--- config.mk ---
export PLATFORM = sky130hd
export DESIGN_NAME = uart_tx_fifo
export DESIGN_NICKNAME = d
export VERILOG_FILES = /design/src/rtl/uart_tx_fifo.sv
export SDC_FILE = /design/constraint.sdc
export NUM_CORES = 1
export LEC_CHECK = 0
export CAP_MARGIN = 0
export CORE_MARGIN = 5
export CORE_UTILIZATION = 55
export CTS_CLUSTER_SIZE = 14
export DETAILED_ROUTE_END_ITERATION = 6
export PLACE_DENSITY = 0.81
export SKIP_LAST_GASP = 1
export SYNTH_ARGS = -nofsm -noshare
export SYNTH_HDL_FRONTEND = slang
export SYNTH_SLANG_ARGS = --single-unit
--- constraint.sdc ---
create_clock -name clock -period 3.2 [get_ports clock]
set_clock_uncertainty 0.1 [all_clocks]
set_input_delay 0.48 -clock clock [delete_from_list [all_inputs] [get_ports clock]]
set_output_delay 0.48 -clock clock [all_outputs]
set_load 0.02 [all_outputs]
--- src/rtl/uart_tx_fifo.sv ---
// uart_tx_fifo: UART transmitter fed by a power-of-two FIFO, with optional parity and 1/2 stop bits
module uart_tx_fifo #(
    parameter int CLOCK_HZ   = 6000000,
    parameter int BAUD       = 9600,
    parameter int DATA_BITS  = 8,
    parameter int PARITY     = 0,
    parameter int STOP_BITS  = 1,
    parameter int FIFO_DEPTH = 16
) (
    input  logic                          clock,
    input  logic                          reset,
    input  logic [DATA_BITS-1:0]          tx_data,
    input  logic                          tx_valid,
    output logic                          tx_ready,
    input  logic                          tx_enable,
    output logic                          serial_tx,
    output logic                          busy,
    output logic [$clog2(FIFO_DEPTH):0]   fifo_count
);
    localparam int CYCLES_PER_BIT = (CLOCK_HZ + BAUD / 2) / BAUD;
    localparam int AW   = $clog2(FIFO_DEPTH);
    localparam int CNTW = AW + 1;
    localparam int TW   = $clog2(CYCLES_PER_BIT);

    if (DATA_BITS < 5 || DATA_BITS > 8 || PARITY < 0 || PARITY > 2 ||
        STOP_BITS < 1 || STOP_BITS > 2 || FIFO_DEPTH < 2 ||
        (FIFO_DEPTH & (FIFO_DEPTH - 1)) != 0 || CYCLES_PER_BIT < 2) begin : g_bad_params
        $error("uart_tx_fifo: illegal parameter combination");
    end

    typedef enum logic [2:0] {IDLE, START, DATA, PARITY_BIT, STOP} state_t;

    logic [DATA_BITS-1:0] mem [FIFO_DEPTH];
    logic [AW-1:0]        wr_ptr, rd_ptr;
    logic [DATA_BITS-1:0] head;
    logic                 push, pop;

    state_t               state, state_n;
    logic [TW-1:0]        timer, timer_n;
    logic [2:0]           cnt, cnt_n;
    logic [DATA_BITS-1:0] sh, sh_n;
    logic                 par, par_n;
    logic                 line_n;
    logic                 bit_done, last_data, last_stop, start_ok;

    assign head     = mem[rd_ptr];
    assign tx_ready = fifo_count < CNTW'(FIFO_DEPTH);
    assign push     = tx_valid && tx_ready;
    assign busy     = state != IDLE;

    // FIFO storage; contents need no reset since count gates every read
    always_ff @(posedge clock) begin
        if (push) mem[wr_ptr] <= tx_data;
    end

    // FIFO pointers and occupancy; pointers wrap naturally at FIFO_DEPTH
    always_ff @(posedge clock) begin
        if (reset) begin
            wr_ptr     <= '0;
            rd_ptr     <= '0;
            fifo_count <= '0;
        end else begin
            if (push) wr_ptr <= wr_ptr + 1'b1;
            if (pop) rd_ptr <= rd_ptr + 1'b1;
            fifo_count <= fifo_count + CNTW'(push) - CNTW'(pop);
        end
    end

    // Transmit state, bit timer, shifter and the registered line
    always_ff @(posedge clock) begin
        if (reset) begin
            state     <= IDLE;
            timer     <= '0;
            cnt       <= '0;
            sh        <= '0;
            par       <= 1'b0;
            serial_tx <= 1'b1;
        end else begin
            state     <= state_n;
            timer     <= timer_n;
            cnt       <= cnt_n;
            sh        <= sh_n;
            par       <= par_n;
            serial_tx <= line_n;
        end
    end

    // Next-state logic; a new frame loads from IDLE or straight out of the last stop bit
    always_comb begin
        bit_done  = timer == TW'(CYCLES_PER_BIT - 1);
        last_data = cnt == 3'(DATA_BITS - 1);
        last_stop = cnt == 3'(STOP_BITS - 1);
        start_ok  = fifo_count != '0 && tx_enable;
        state_n   = state;
        timer_n   = bit_done ? '0 : timer + 1'b1;
        cnt_n     = cnt;
        sh_n      = sh;
        par_n     = par;
        pop       = 1'b0;
        case (state)
            IDLE: timer_n = '0;
            START: if (bit_done) state_n = DATA;
            DATA: if (bit_done) begin
                sh_n    = sh >> 1;
                cnt_n   = last_data ? 3'd0 : cnt + 3'd1;
                state_n = !last_data ? DATA : (PARITY != 0 ? PARITY_BIT : STOP);
            end
            PARITY_BIT: if (bit_done) state_n = STOP;
            STOP: if (bit_done) begin
                cnt_n   = cnt + 3'd1;
                state_n = last_stop ? IDLE : STOP;
            end
            default: state_n = IDLE;
        endcase
        if (start_ok && (state == IDLE || (state == STOP && bit_done && last_stop))) begin
            pop     = 1'b1;
            state_n = START;
            timer_n = '0;
            cnt_n   = '0;
            sh_n    = head;
            par_n   = (^head) ^ (PARITY == 2);
        end
        line_n = state_n == START ? 1'b0 :
                 state_n == DATA ? sh_n[0] :
                 state_n == PARITY_BIT ? par_n : 1'b1;
    end
endmodule

==> impl_metrics.prom <==
# TYPE chip_impl_metric gauge
chip_impl_metric{name="yosys-mux-area-fraction",unit="%"} 11.1
chip_impl_metric{name="setup_violation_total_in_the_final_timing_report",unit=""} 0
chip_impl_metric{name="tritoncts.num_buffers",unit=""} 17
chip_impl_metric{name="final_min_period_over_clock_period",unit="%"} 94.5
chip_impl_metric{name="worstPathRequired",unit="ps"} 3450
chip_impl_metric{name="fin_total_pwr",unit="mW"} 5.89
chip_impl_metric{name="max-vdd-ir-drop",unit="mV"} 0.652
chip_impl_metric{name="net_total_in_the_final_layout",unit=""} 529
chip_impl_metric{name="globalRouteTotalUtil",unit="%"} 19.8
chip_impl_metric{name="number_of_global_route_vias_before_repair",unit=""} 4071
chip_impl_metric{name="compound_gate_portion_of_the_synthesized_area",unit="%"} 4.50
chip_impl_metric{name="sequential_fraction_of_the_synthesis_area",unit="%"} 67.2
chip_impl_metric{name="place.gp.congestion",unit=""} 0.831
chip_impl_metric{name="post_synth.cell_area_avg",unit="sq um"} 15.3
chip_impl_metric{name="wl",unit="um"} 13800
chip_impl_metric{name="first_pass_iters",unit=""} 5
chip_impl_metric{name="synth.net_count",unit=""} 487
chip_impl_metric{name="netlist-cell-type-count",unit=""} 39
chip_impl_metric{name="synth_async_sr_flop_share",unit="%"} 0
chip_impl_info{name="cts_tree",value="built"} 1
chip_impl_metric{name="footprint_of_the_multi_input_gates",unit="sq mm"} 0.00215
chip_impl_info{name="timing_worst_setup_path_type",value="register to register"} 1
chip_impl_metric{name="hold_viol",unit=""} 0
chip_impl_metric{name="cts_htree_levels",unit=""} 4
chip_impl_info{name="cp-start-kind",value="register"} 1
chip_impl_metric{name="synthesis.area",unit="sq mm"} 0.00700
chip_impl_info{name="synth_top_family_by_area",value="multiplexers"} 1
chip_impl_metric{name="num_antenna_cells",unit=""} 0
chip_impl_metric{name="fin_crit",unit="ps"} 3020
chip_impl_metric{name="drt-wirelength-per-cell",unit="um"} 20.1
chip_impl_metric{name="crit_path_max_fanout",unit=""} 3
chip_impl_metric{name="overflow",unit=""} 0
chip_impl_metric{name="clock_insertion_delay_worst_skew",unit="ps"} 410
chip_impl_metric{name="drt.antenna.violating_nets",unit=""} 0
chip_impl_metric{name="io_buffer_count",unit=""} 19
chip_impl_metric{name="grt_max_degree",unit=""} 33
chip_impl_metric{name="synth_largest_type_area_fraction",unit="%"} 54.9
chip_impl_metric{name="die_height",unit="um"} 123
chip_impl_metric{name="synth-edff-count",unit=""} 128
chip_impl_info{name="crit_path_frequent_cell",value="inv_1"} 1
chip_impl_metric{name="post_syn_instances",unit=""} 458
chip_impl_metric{name="fin_util",unit="%"} 64.1
chip_impl_metric{name="die_area",unit="sq mm"} 0.0151
chip_impl_metric{name="floorplan.initialDensity",unit="%"} 55.7
chip_impl_info{name="synth_top_flop_cell",value="edfxtp_1"} 1
chip_impl_metric{name="critPathBufInv",unit=""} 5
chip_impl_metric{name="synth_warnings",unit=""} 0
chip_impl_info{name="end_kind",value="register"} 1
chip_impl_metric{name="static_leakage",unit="nW"} 2.72
chip_impl_metric{name="die_w",unit="um"} 123
chip_impl_info{name="layout.cells.most_common_list",value="edfxtp_1 (128), nor2_1 (54), dfxtp_1 (40)"} 1
chip_impl_metric{name="remaining_max_slew_budget_at_the_tightest_pin",unit="%"} 51.6
chip_impl_metric{name="synth-xor-area-share",unit="%"} 3.00
chip_impl_metric{name="power_per_cell_area",unit="mW/mm^2"} 731
chip_impl_metric{name="synth.ff_latch_count",unit=""} 171
chip_impl_metric{name="grt_pass1_wl",unit="um"} 21800
chip_impl_metric{name="number_of_sinks_handled_by_clock_tree_synthesis",unit=""} 171
chip_impl_metric{name="num_io_pins",unit=""} 20
chip_impl_info{name="synth_top_cells_by_area",value="edfxtp_1 (55%), dfxtp_1 (12%), mux4_2 (7.1%), mux4_1 (3.8%), nor2_1 (2.9%)"} 1
chip_impl_metric{name="routed_via_density",unit=""} 5.72
chip_impl_info{name="mostFrequentLayoutCell",value="edfxtp_1"} 1
chip_impl_metric{name="clk_pin_slew_worst_paths",unit="ps"} 60
chip_impl_info{name="timing.critical_path.max_delay_family",value="simple AND/OR/NAND/NOR gates"} 1
chip_impl_metric{name="finalNonFillerCells",unit=""} 684
chip_impl_metric{name="fmax",unit="MHz"} 331
chip_impl_info{name="clock_tree.root_cell",value="clkbuf_16"} 1
chip_impl_metric{name="final_max_slew_viol_count",unit=""} 0
chip_impl_metric{name="worstPathArrival",unit="ps"} 3270
chip_impl_metric{name="critical-path-max-stage-delay",unit="ps"} 590
chip_impl_metric{name="layout-drive-gt1-share",unit="%"} 17.2
chip_impl_metric{name="detailroute.via_count",unit=""} 3915
chip_impl_metric{name="grt_antenna_before_repair",unit=""} 0
chip_impl_info{name="cp_cell_sequence",value="inv_1 -> ha_1 -> or4b_2 -> nand3_2 -> a21o_1 -> inv_1 -> ha_1 -> inv_1 -> ha_2 -> inv_2 -> fa_2 -> inv_1 -> a21oi_2 -> nor2_1 -> or3_4 -> a21oi_2"} 1
chip_impl_metric{name="floorplan.rows",unit=""} 41
chip_impl_info{name="status",value="finished, final reports clean"} 1
chip_impl_info{name="slowest_stage",value="or4b_2"} 1
chip_impl_metric{name="layout.area.seq",unit="sq mm"} 0.00471
chip_impl_metric{name="timing.max_cap.violations",unit=""} 0
chip_impl_metric{name="synth_simple_gate_area_share",unit="%"} 8.40
chip_impl_metric{name="area_delta_synth_final",unit="%"} 15.1
chip_impl_metric{name="fill_cells",unit=""} 872
chip_impl_metric{name="transition_time_at_the_pin_with_the_least_slew_margin",unit="ps"} 724
chip_impl_metric{name="detailed_place_hpwl",unit="um"} 8850
chip_impl_metric{name="dr.first_iter.drc_count",unit=""} 384
chip_impl_metric{name="detail_route.drc_violations",unit=""} 0
chip_impl_metric{name="cts-root-to-sink-buffers",unit=""} 2
chip_impl_info{name="min-delay-path-class",value="register to register"} 1
chip_impl_metric{name="dp.cells",unit=""} 652
chip_impl_info{name="yosysTopAreaCell",value="edfxtp_1"} 1
chip_impl_metric{name="synth-adder-area-share",unit="%"} 3.15
chip_impl_metric{name="fp.coreArea",unit="sq mm"} 0.0126
[worst reg2reg max path, cell delays in order (launching register included)]
cell and delay, ps:
dfxtp_2 320, inv_1 80, ha_1 140, or4b_2 590, nand3_2 100, a21o_1 100
inv_1 50, ha_1 260, inv_1 40, ha_2 170, inv_2 60, fa_2 190
inv_1 60, a21oi_2 130, nor2_1 70, or3_4 370, a21oi_2 130
[sequential cells by signal, summed over array words and instances, names as in the netlist, named ones only]
signal,cells
mem,128
serial_tx,1
fifo_count,5
cnt,3
timer,10
rd_ptr,4
state,3
wr_ptr,4
sh,8
par,1
[synthesized netlist by cell type (all sizes together) (5+ instances only)]
library cell  count
xor2             10
nor2             54
ha               16
inv              17
a22oi            16
nand2            27
clkbuf            8
nand3            14
buf              14
nor2b             8
o21ai             5
dfxtp            43
a311oi            6
mux4             32
xnor2            14
edfxtp          128
a21oi             9
nor3              6
[cell families after synthesis]
| logic type | Yosys count |
|---|---|
| AO/OA/AOI/OAI | 45 |
| XOR/XNOR | 24 |
| adder cells (fa/ha/maj) | 17 |
| buffers and inverters | 39 |
| flip-flops | 171 |
| multiplexers | 34 |
| AND/OR/NAND/NOR | 128 |
[stage by stage]
step                area [sq um]  hold WS [ps]  TNS (ps)  worst slack (ps)
detailed placement          7490           369         0               145
global route                8060           405     -37.4             -37.4
global placement            7490           352         0               258
CTS                         8010           382         0               119
floorplan                   7010           337         0              11.0
finish                      8060           381         0               177
[area by class of cell]
class	instances	area share [%]
flip-flops and latches	171	58.4
multi-input cells	248	26.7
clock buffers	19	5.37
repair buffers	45	4.94
well taps	172	2.67
clock inverters	12	1.10
inverters	17	0.792
[final timing paths]
| path | start | end | slack [ps] | cells past startpoint |
|---|---|---|---|---|
| worst max register to register | fifo_count[2] | fifo_count[4] | 180 | 16 |
| worst min register to register | timer[0] | timer[0] | 380 | 1 |
| worst max-delay path | fifo_count[2] | fifo_count[4] | 180 | 16 |
| worst min-delay path | timer[0] | timer[0] | 380 | 1 |
[metal layers]
metal / GRT usage (%) / part of all wire (%) / up-vias
met1: 25.3 / 40 / 1968
met5: 0 / 0 / -
met2: 33.3 / 52 / 116
li1: - / - / 1819
met3: 5.12 / 6.5 / 12
met4: 6.37 / 1.3 / 0
[power by group]
| part | total, mW | leakage, nW | internal [mW] | switching [mW] |
|---|---|---|---|---|
| Combinational | 1.42 | 0.962 | 0.718 | 0.700 |
| Clock | 1.82 | 0.249 | 0.997 | 0.827 |
| Sequential | 2.65 | 1.51 | 2.53 | 0.122 |
[what timing repair did]
| action | 4_1_cts | 5_1_grt |
|---|---|---|
| gates resized for setup | 0 | 9 |
| setup endpoints to repair | 0 | 1 |
| setup buffers | 0 | 1 |
| hold buffers | 0 | 0 |
No activity file was read; power rests on OpenSTA's default activity.
